## src/rtl/cpm_sched_pkg.sv

```systemverilog
// Shared sizing helpers and round-robin scan ordering for the CPM bank scheduler.
package cpm_sched_pkg;

    function automatic int unsigned width_min1(input int unsigned n);
        return (n > 32'd1) ? 32'($clog2(n)) : 32'd1;
    endfunction

    // Requester visited at step k of a scan starting at ptr; both ptr and k are below n.
    function automatic int unsigned rr_index(input int unsigned ptr, input int unsigned k,
                                             input int unsigned n);
        int unsigned s;
        s = ptr + k;
        if (s >= n) begin
            s = s - n;
        end
        return s;
    endfunction

endpackage

```

## src/rtl/cpm_rr_pick.sv

```systemverilog
// Round-robin picker: first set candidate at or after ptr_i, as one-hot grant and encoded id.
module cpm_rr_pick
    import cpm_sched_pkg::*;
#(
    parameter int unsigned REQ_DW = 4,
    parameter int unsigned REQ_AW = width_min1(REQ_DW)
) (
    input  logic [REQ_DW-1:0] cand_i,
    input  logic [REQ_AW-1:0] ptr_i,
    output logic              any_o,
    output logic [REQ_DW-1:0] gnt_o,
    output logic [REQ_AW-1:0] id_o
);

    logic [REQ_AW-1:0] pos;

    always_comb begin
        any_o = 1'b0;
        gnt_o = '0;
        id_o  = '0;
        pos   = '0;
        for (int unsigned k = 0; k < REQ_DW; k++) begin
            pos = REQ_AW'(rr_index(32'(ptr_i), k, REQ_DW));
            if (!any_o && cand_i[pos]) begin
                any_o      = 1'b1;
                gnt_o[pos] = 1'b1;
                id_o       = pos;
            end
        end
    end

endmodule

```

## src/rtl/cpm_bank_sched.sv

```systemverilog
// Per-requester single-entry pending slots scheduled onto shared banks through per-bank
// round-robin pickers and registered bank-side valid/ready outputs.
module cpm_bank_sched
    import cpm_sched_pkg::*;
#(
    parameter int unsigned REQ_DW  = 4,
    parameter int unsigned BANK_DW = 4,
    parameter int unsigned IDX_AW  = width_min1(BANK_DW),
    parameter int unsigned REQ_AW  = width_min1(REQ_DW),
    parameter int unsigned DAT_DW  = 16
) (
    input  logic                      clk,
    input  logic                      rst_n,
    input  logic                      FLUSH,
    input  logic [REQ_DW-1:0]         REQ_VLD,
    output logic [REQ_DW-1:0]         REQ_RDY,
    input  logic [REQ_DW*IDX_AW-1:0]  REQ_IDX,
    input  logic [REQ_DW*DAT_DW-1:0]  REQ_DAT,
    output logic [BANK_DW-1:0]        BNK_VLD,
    input  logic [BANK_DW-1:0]        BNK_RDY,
    output logic [BANK_DW*DAT_DW-1:0] BNK_DAT,
    output logic [BANK_DW*REQ_AW-1:0] BNK_SRC,
    output logic                      BUSY,
    output logic                      ERR_IDX
);

    logic [REQ_DW-1:0][IDX_AW-1:0]  req_idx;
    logic [REQ_DW-1:0][DAT_DW-1:0]  req_dat;

    logic [REQ_DW-1:0]              pend_vld_q, pend_vld_d;
    logic [REQ_DW-1:0][IDX_AW-1:0]  pend_idx_q, pend_idx_d;
    logic [REQ_DW-1:0][DAT_DW-1:0]  pend_dat_q, pend_dat_d;
    logic [BANK_DW-1:0]             obuf_vld_q, obuf_vld_d;
    logic [BANK_DW-1:0][DAT_DW-1:0] obuf_dat_q, obuf_dat_d;
    logic [BANK_DW-1:0][REQ_AW-1:0] obuf_src_q, obuf_src_d;
    logic [BANK_DW-1:0][REQ_AW-1:0] rr_ptr_q, rr_ptr_d;
    logic                           err_q, err_d;

    logic [BANK_DW-1:0]             bank_free;
    logic [BANK_DW-1:0]             gnt_any;
    logic [BANK_DW-1:0][REQ_DW-1:0] cand;
    logic [BANK_DW-1:0][REQ_DW-1:0] gnt;
    logic [BANK_DW-1:0][REQ_AW-1:0] gnt_id;
    logic [REQ_DW-1:0]              win;
    logic [REQ_DW-1:0]              acc;

    assign req_idx = REQ_IDX;
    assign req_dat = REQ_DAT;

    // FLUSH masks every candidate so no grant, pointer move or slot release happens.
    always_comb begin
        bank_free = '0;
        cand      = '0;
        for (int unsigned b = 0; b < BANK_DW; b++) begin
            bank_free[b] = ~obuf_vld_q[b] | BNK_RDY[b];
            for (int unsigned r = 0; r < REQ_DW; r++) begin
                cand[b][r] = pend_vld_q[r] & (pend_idx_q[r] == IDX_AW'(b))
                           & bank_free[b] & ~FLUSH;
            end
        end
    end

    for (genvar b = 0; b < BANK_DW; b++) begin : g_pick
        cpm_rr_pick #(
            .REQ_DW (REQ_DW),
            .REQ_AW (REQ_AW)
        ) u_pick (
            .cand_i (cand[b]),
            .ptr_i  (rr_ptr_q[b]),
            .any_o  (gnt_any[b]),
            .gnt_o  (gnt[b]),
            .id_o   (gnt_id[b])
        );
    end

    always_comb begin
        win = '0;
        for (int unsigned b = 0; b < BANK_DW; b++) begin
            win = win | gnt[b];
        end
    end

    assign REQ_RDY = ~pend_vld_q | win;
    assign acc     = REQ_VLD & REQ_RDY & {REQ_DW{~FLUSH}};

    always_comb begin
        pend_vld_d = pend_vld_q & ~win;
        pend_idx_d = pend_idx_q;
        pend_dat_d = pend_dat_q;
        obuf_vld_d = obuf_vld_q;
        obuf_dat_d = obuf_dat_q;
        obuf_src_d = obuf_src_q;
        rr_ptr_d   = rr_ptr_q;
        err_d      = err_q;

        // Out-of-range bank indices are consumed but never stored.
        for (int unsigned r = 0; r < REQ_DW; r++) begin
            if (acc[r]) begin
                if (32'(req_idx[r]) >= BANK_DW) begin
                    err_d = 1'b1;
                end else begin
                    pend_vld_d[r] = 1'b1;
                    pend_idx_d[r] = req_idx[r];
                    pend_dat_d[r] = req_dat[r];
                end
            end
        end

        for (int unsigned b = 0; b < BANK_DW; b++) begin
            if (bank_free[b]) begin
                obuf_vld_d[b] = gnt_any[b];
                if (gnt_any[b]) begin
                    obuf_dat_d[b] = pend_dat_q[gnt_id[b]];
                    obuf_src_d[b] = gnt_id[b];
                    rr_ptr_d[b]   = REQ_AW'(rr_index(32'(gnt_id[b]), 32'd1, REQ_DW));
                end
            end
        end

        if (FLUSH) begin
            pend_vld_d = '0;
            obuf_vld_d = '0;
        end
    end

    always_ff @(posedge clk or negedge rst_n) begin
        if (!rst_n) begin
            pend_vld_q <= '0;
            pend_idx_q <= '0;
            pend_dat_q <= '0;
            obuf_vld_q <= '0;
            obuf_dat_q <= '0;
            obuf_src_q <= '0;
            rr_ptr_q   <= '0;
            err_q      <= 1'b0;
        end else begin
            pend_vld_q <= pend_vld_d;
            pend_idx_q <= pend_idx_d;
            pend_dat_q <= pend_dat_d;
            obuf_vld_q <= obuf_vld_d;
            obuf_dat_q <= obuf_dat_d;
            obuf_src_q <= obuf_src_d;
            rr_ptr_q   <= rr_ptr_d;
            err_q      <= err_d;
        end
    end

    assign BNK_VLD = obuf_vld_q;
    assign BNK_DAT = obuf_dat_q;
    assign BNK_SRC = obuf_src_q;
    assign BUSY    = (|pend_vld_q) | (|obuf_vld_q);
    assign ERR_IDX = err_q;

endmodule
```

## config.mk

```make
export PLATFORM = sky130hd
export DESIGN_NAME = cpm_bank_sched
export DESIGN_NICKNAME = d
export VERILOG_FILES = /design/src/rtl/cpm_sched_pkg.sv /design/src/rtl/cpm_rr_pick.sv /design/src/rtl/cpm_bank_sched.sv
export SDC_FILE = /design/constraint.sdc
export NUM_CORES = 1
export LEC_CHECK = 0
export ABC_CLOCK_PERIOD_IN_PS = 5700
export BUFFER_PORTS_ARGS = -buffer_cell sky130_fd_sc_hd__buf_2
export CORE_MARGIN = 2
export CORE_UTILIZATION = 57
export CTS_BUF_LIST = sky130_fd_sc_hd__clkbuf_8
export DETAILED_ROUTE_END_ITERATION = 8
export PLACE_DENSITY_LB_ADDON = 0.05
export SLEW_MARGIN = 20
export SYNTH_ARGS = -nofsm -noshare
export SYNTH_HDL_FRONTEND = slang
export SYNTH_SLANG_ARGS = --single-unit
export TNS_END_PERCENT = 10
```

## constraint.sdc

```tcl
create_clock -name clk -period 5.7 [get_ports clk]
set_input_delay 0 -clock clk [delete_from_list [all_inputs] [get_ports clk]]
set_output_delay 0 -clock clk [all_outputs]
set_load 0.02 [all_outputs]
```

==> flow_summary.ini <==
[status]
status = complete, no violations

[detailed_routing]
wl_per_cell_um = 23.2
via_count = 9175
viasPerCell = 6.52
first_pass_iters = 6
antenna_left = 0
drcViolationCount = 0
finalWirelength_um = 32600
drt-initial-drc-count = 775

[global_routing]
grt_pass1_vias = 8864
grt_max_degree = 91
use_met2_pct = 57.1
grt-ovfl-total = 0
use_met3_pct = 6.96
use_met1_pct = 46.6
grt_pass1_wl_um = 49800
antenna_found_initial = 0
busiest_layer = met2
gr-usage-all-layers_pct = 35.2

[synth]
async_flop_share_pct = 100
ys_warn_count = 0
syn_inst = 958
ys_seq_elements = 160
ys_seq_area_share_pct = 39.8
syn_nets = 1057
synth.distinct_cells = 93
avgSynthCellArea_um2 = 10.5
yosys.area.top_type = dfrtp_1
synth_edf_count = 0
synth_commonest_cells = dfrtp_1 (160), mux2i_1 (86), nand2_1 (85), mux2_2 (79), nor2_1 (55)
synth_most_common_cell = dfrtp_1
synthTopCellsByArea = dfrtp_1 (40%), mux2_2 (8.8%), mux2i_1 (8.6%), nand2_1 (3.2%), mux2_4 (3.0%)
synth_flop_cell = dfrtp_1
syn_area_mm2 = 0.0101
yosys.area.top_type_share_pct = 39.8

[power]
peakVddDrop_mv = 0.440
powerDensity_mw_per_mm2 = 642
total_power_mw = 7.85
p_leak_nw = 5.47

[floorplanning]
ios = 165
num_rows = 48
dieArea_mm2 = 0.0187
die_x_um = 137
die_h_um = 137
core_area_mm2 = 0.0173
initial_core_util_pct = 58.1

[setup_path]
crit_type = flip-flop to flip-flop
ff2ff_path_depth = 10
cp.arrival_ns = 4.76
critPathLaunchType = flip-flop
timing.rr.end = BNK_DAT[44]$_DFFE_PN0P_
crit_path_max_fanout = 27
r2r_start = rr_ptr_q[4]$_DFFE_PN0P_
endpoint_kind = flip-flop
worstPathRequired_ns = 5.98
r2r_slack_ns = 1.23

[timing]
period_share_pct = 78.5
fin_skew_ns = 0.0214
setup_viol = 0
worst_pin_slew_ns = 1.11
min_period_ns = 4.47
fin_setup_tns_ns = 0
clock.fmax_mhz = 224
rsz0062_at_grt = false
hold_violations = 0
slew-limit-headroom_pct = 25.7
slew_violations = 0

[clocking]
numCtsBuffers = 17
cts.sinks = 160
cts_htree_levels = 4
cts_tree = built
clock_latency_ns = 0.47
cts_root_buffer = clkbuf_8
clock_path_buffers = 2
clk_pin_slew_ns = 0.11

[layout]
final_nets = 1268
n_antenna_cell = 0
postLayoutCoreUtil_pct = 70.7
drive_gt1_share_pct = 29.8
syn2layout_area_growth_pct = 21.6

[place]
numPortBuffers = 163
hpwl_um = 21100
place.gp.congestion = 0.934

[worst_hold_path]
min_from = FLUSH
hold_depth = 2
min_path_type = input port to flip-flop
whs_endpoint = BNK_VLD[1]$_DFFE_PN0P_

[run]
drv_cap = 0
## report_power, final
group | switching, mW | internal [mW] | leakage, nW | total [mW]
Combinational | 2.67 | 1.91 | 3.37 | 4.58
Sequential | 0.689 | 1.71 | 1.89 | 2.40
Clock | 0.517 | 0.352 | 0.206 | 0.868
Total | 3.87 | 3.98 | 5.47 | 7.85
## worst max-delay path, stage by stage, from the launching register on
cell and delay, ns:
dfrtp_1 0.72, inv_1 0.28, ha_1 0.62, inv_1 0.11, a31oi_1 0.30, a22oi_2 0.14
o32ai_1 0.64, o31a_2 0.82, mux2_2 0.42, o22ai_1 0.12, a31oi_1 0.08
## registers in the layout (all words and copies together), names as in the netlist
| signal | flops |
|---|---|
| pend_idx_q | 8 |
| BNK_DAT | 64 |
| pend_vld_q | 4 |
| BNK_VLD | 4 |
| rr_ptr_q | 8 |
| pend_dat_q | 64 |
| BNK_SRC | 8 |
## repair_timing
action	CTS	global route
gates resized for setup	0	0
endpoints found under the hold margin	167	0
setup buffers	0	0
hold buffers	79	0
## cell type report
class | count | area, um2
repair buffers | 258 | 1730
multi-input cells | 710 | 5720
fillers | 1293 | 5070
well taps | 225 | 282
clock buffers | 19 | 262
clock inverters | 13 | 144
flip-flops and latches | 160 | 4000
inverters | 22 | 82.6
## per-layer routing
metal / vias to the layer above / wire length, um
met5: - / 0
met4: 0 / 1010
met3: 79 / 2280
met2: 472 / 15700
met1: 4534 / 13600
li1: 4090 / -
## how the worst max path moves through the flow
stage / startpoint / to / slack [ns] / depth (start not counted)
finish: rr_ptr_q[4]$_DFFE_PN0P_ / BNK_DAT[44]$_DFFE_PN0P_ / 1.23 / 10
CTS: rr_ptr_q[4]$_DFFE_PN0P_ / BNK_DAT[44]$_DFFE_PN0P_ / 1.40 / 10
global route: rr_ptr_q[4]$_DFFE_PN0P_ / pend_dat_q[2]$_DFFE_PN0P_ / 1.09 / 10
floorplan: rr_ptr_q[7]$_DFFE_PN0P_ / pend_dat_q[33]$_DFFE_PN0P_ / 1.94 / 13
global placement: rr_ptr_q[4]$_DFFE_PN0P_ / pend_dat_q[8]$_DFFE_PN0P_ / 1.45 / 10
detailed placement: rr_ptr_q[4]$_DFFE_PN0P_ / BNK_DAT[44]$_DFFE_PN0P_ / 1.44 / 10
## placed cells by master, fill, tap and decap left out, types with 25 or more instances in the layout
cell / n
buf_2: 162
dfrtp_1: 160
mux2i_1: 86
nand2_1: 85
mux2_2: 79
dlygate4sd3_1: 79
nor2_1: 54
a21oi_1: 28
a31oi_1: 27
o22ai_1: 25
## cells by family after synthesis
group           Yosys count  synth area share (%)
compound gates          224                  17.1
xor+xnor                  5                 0.436
fa+ha+maj                16                  1.99
buf+inv                  88                  4.22
flops                   160                  39.8
mux                     194                  22.0
other cells               1                0.0373
simple gates            270                  14.4
## through the flow
stage / hold WS, ns / setup WS, ns / area [um2] / std cells
after CTS: 0.0244 / 1.40 / 12200 / 1407
after floorplan: -0.296 / 1.94 / 10100 / 958
after global routing: 0.0551 / 1.09 / 12200 / 1407
after detailed placement: 0.148 / 1.44 / 11000 / 1296
final: 0.0427 / 1.23 / 12200 / 1407
after global placement: 0.142 / 1.45 / 11000 / 1296
No activity file was read; power rests on OpenSTA's default activity.
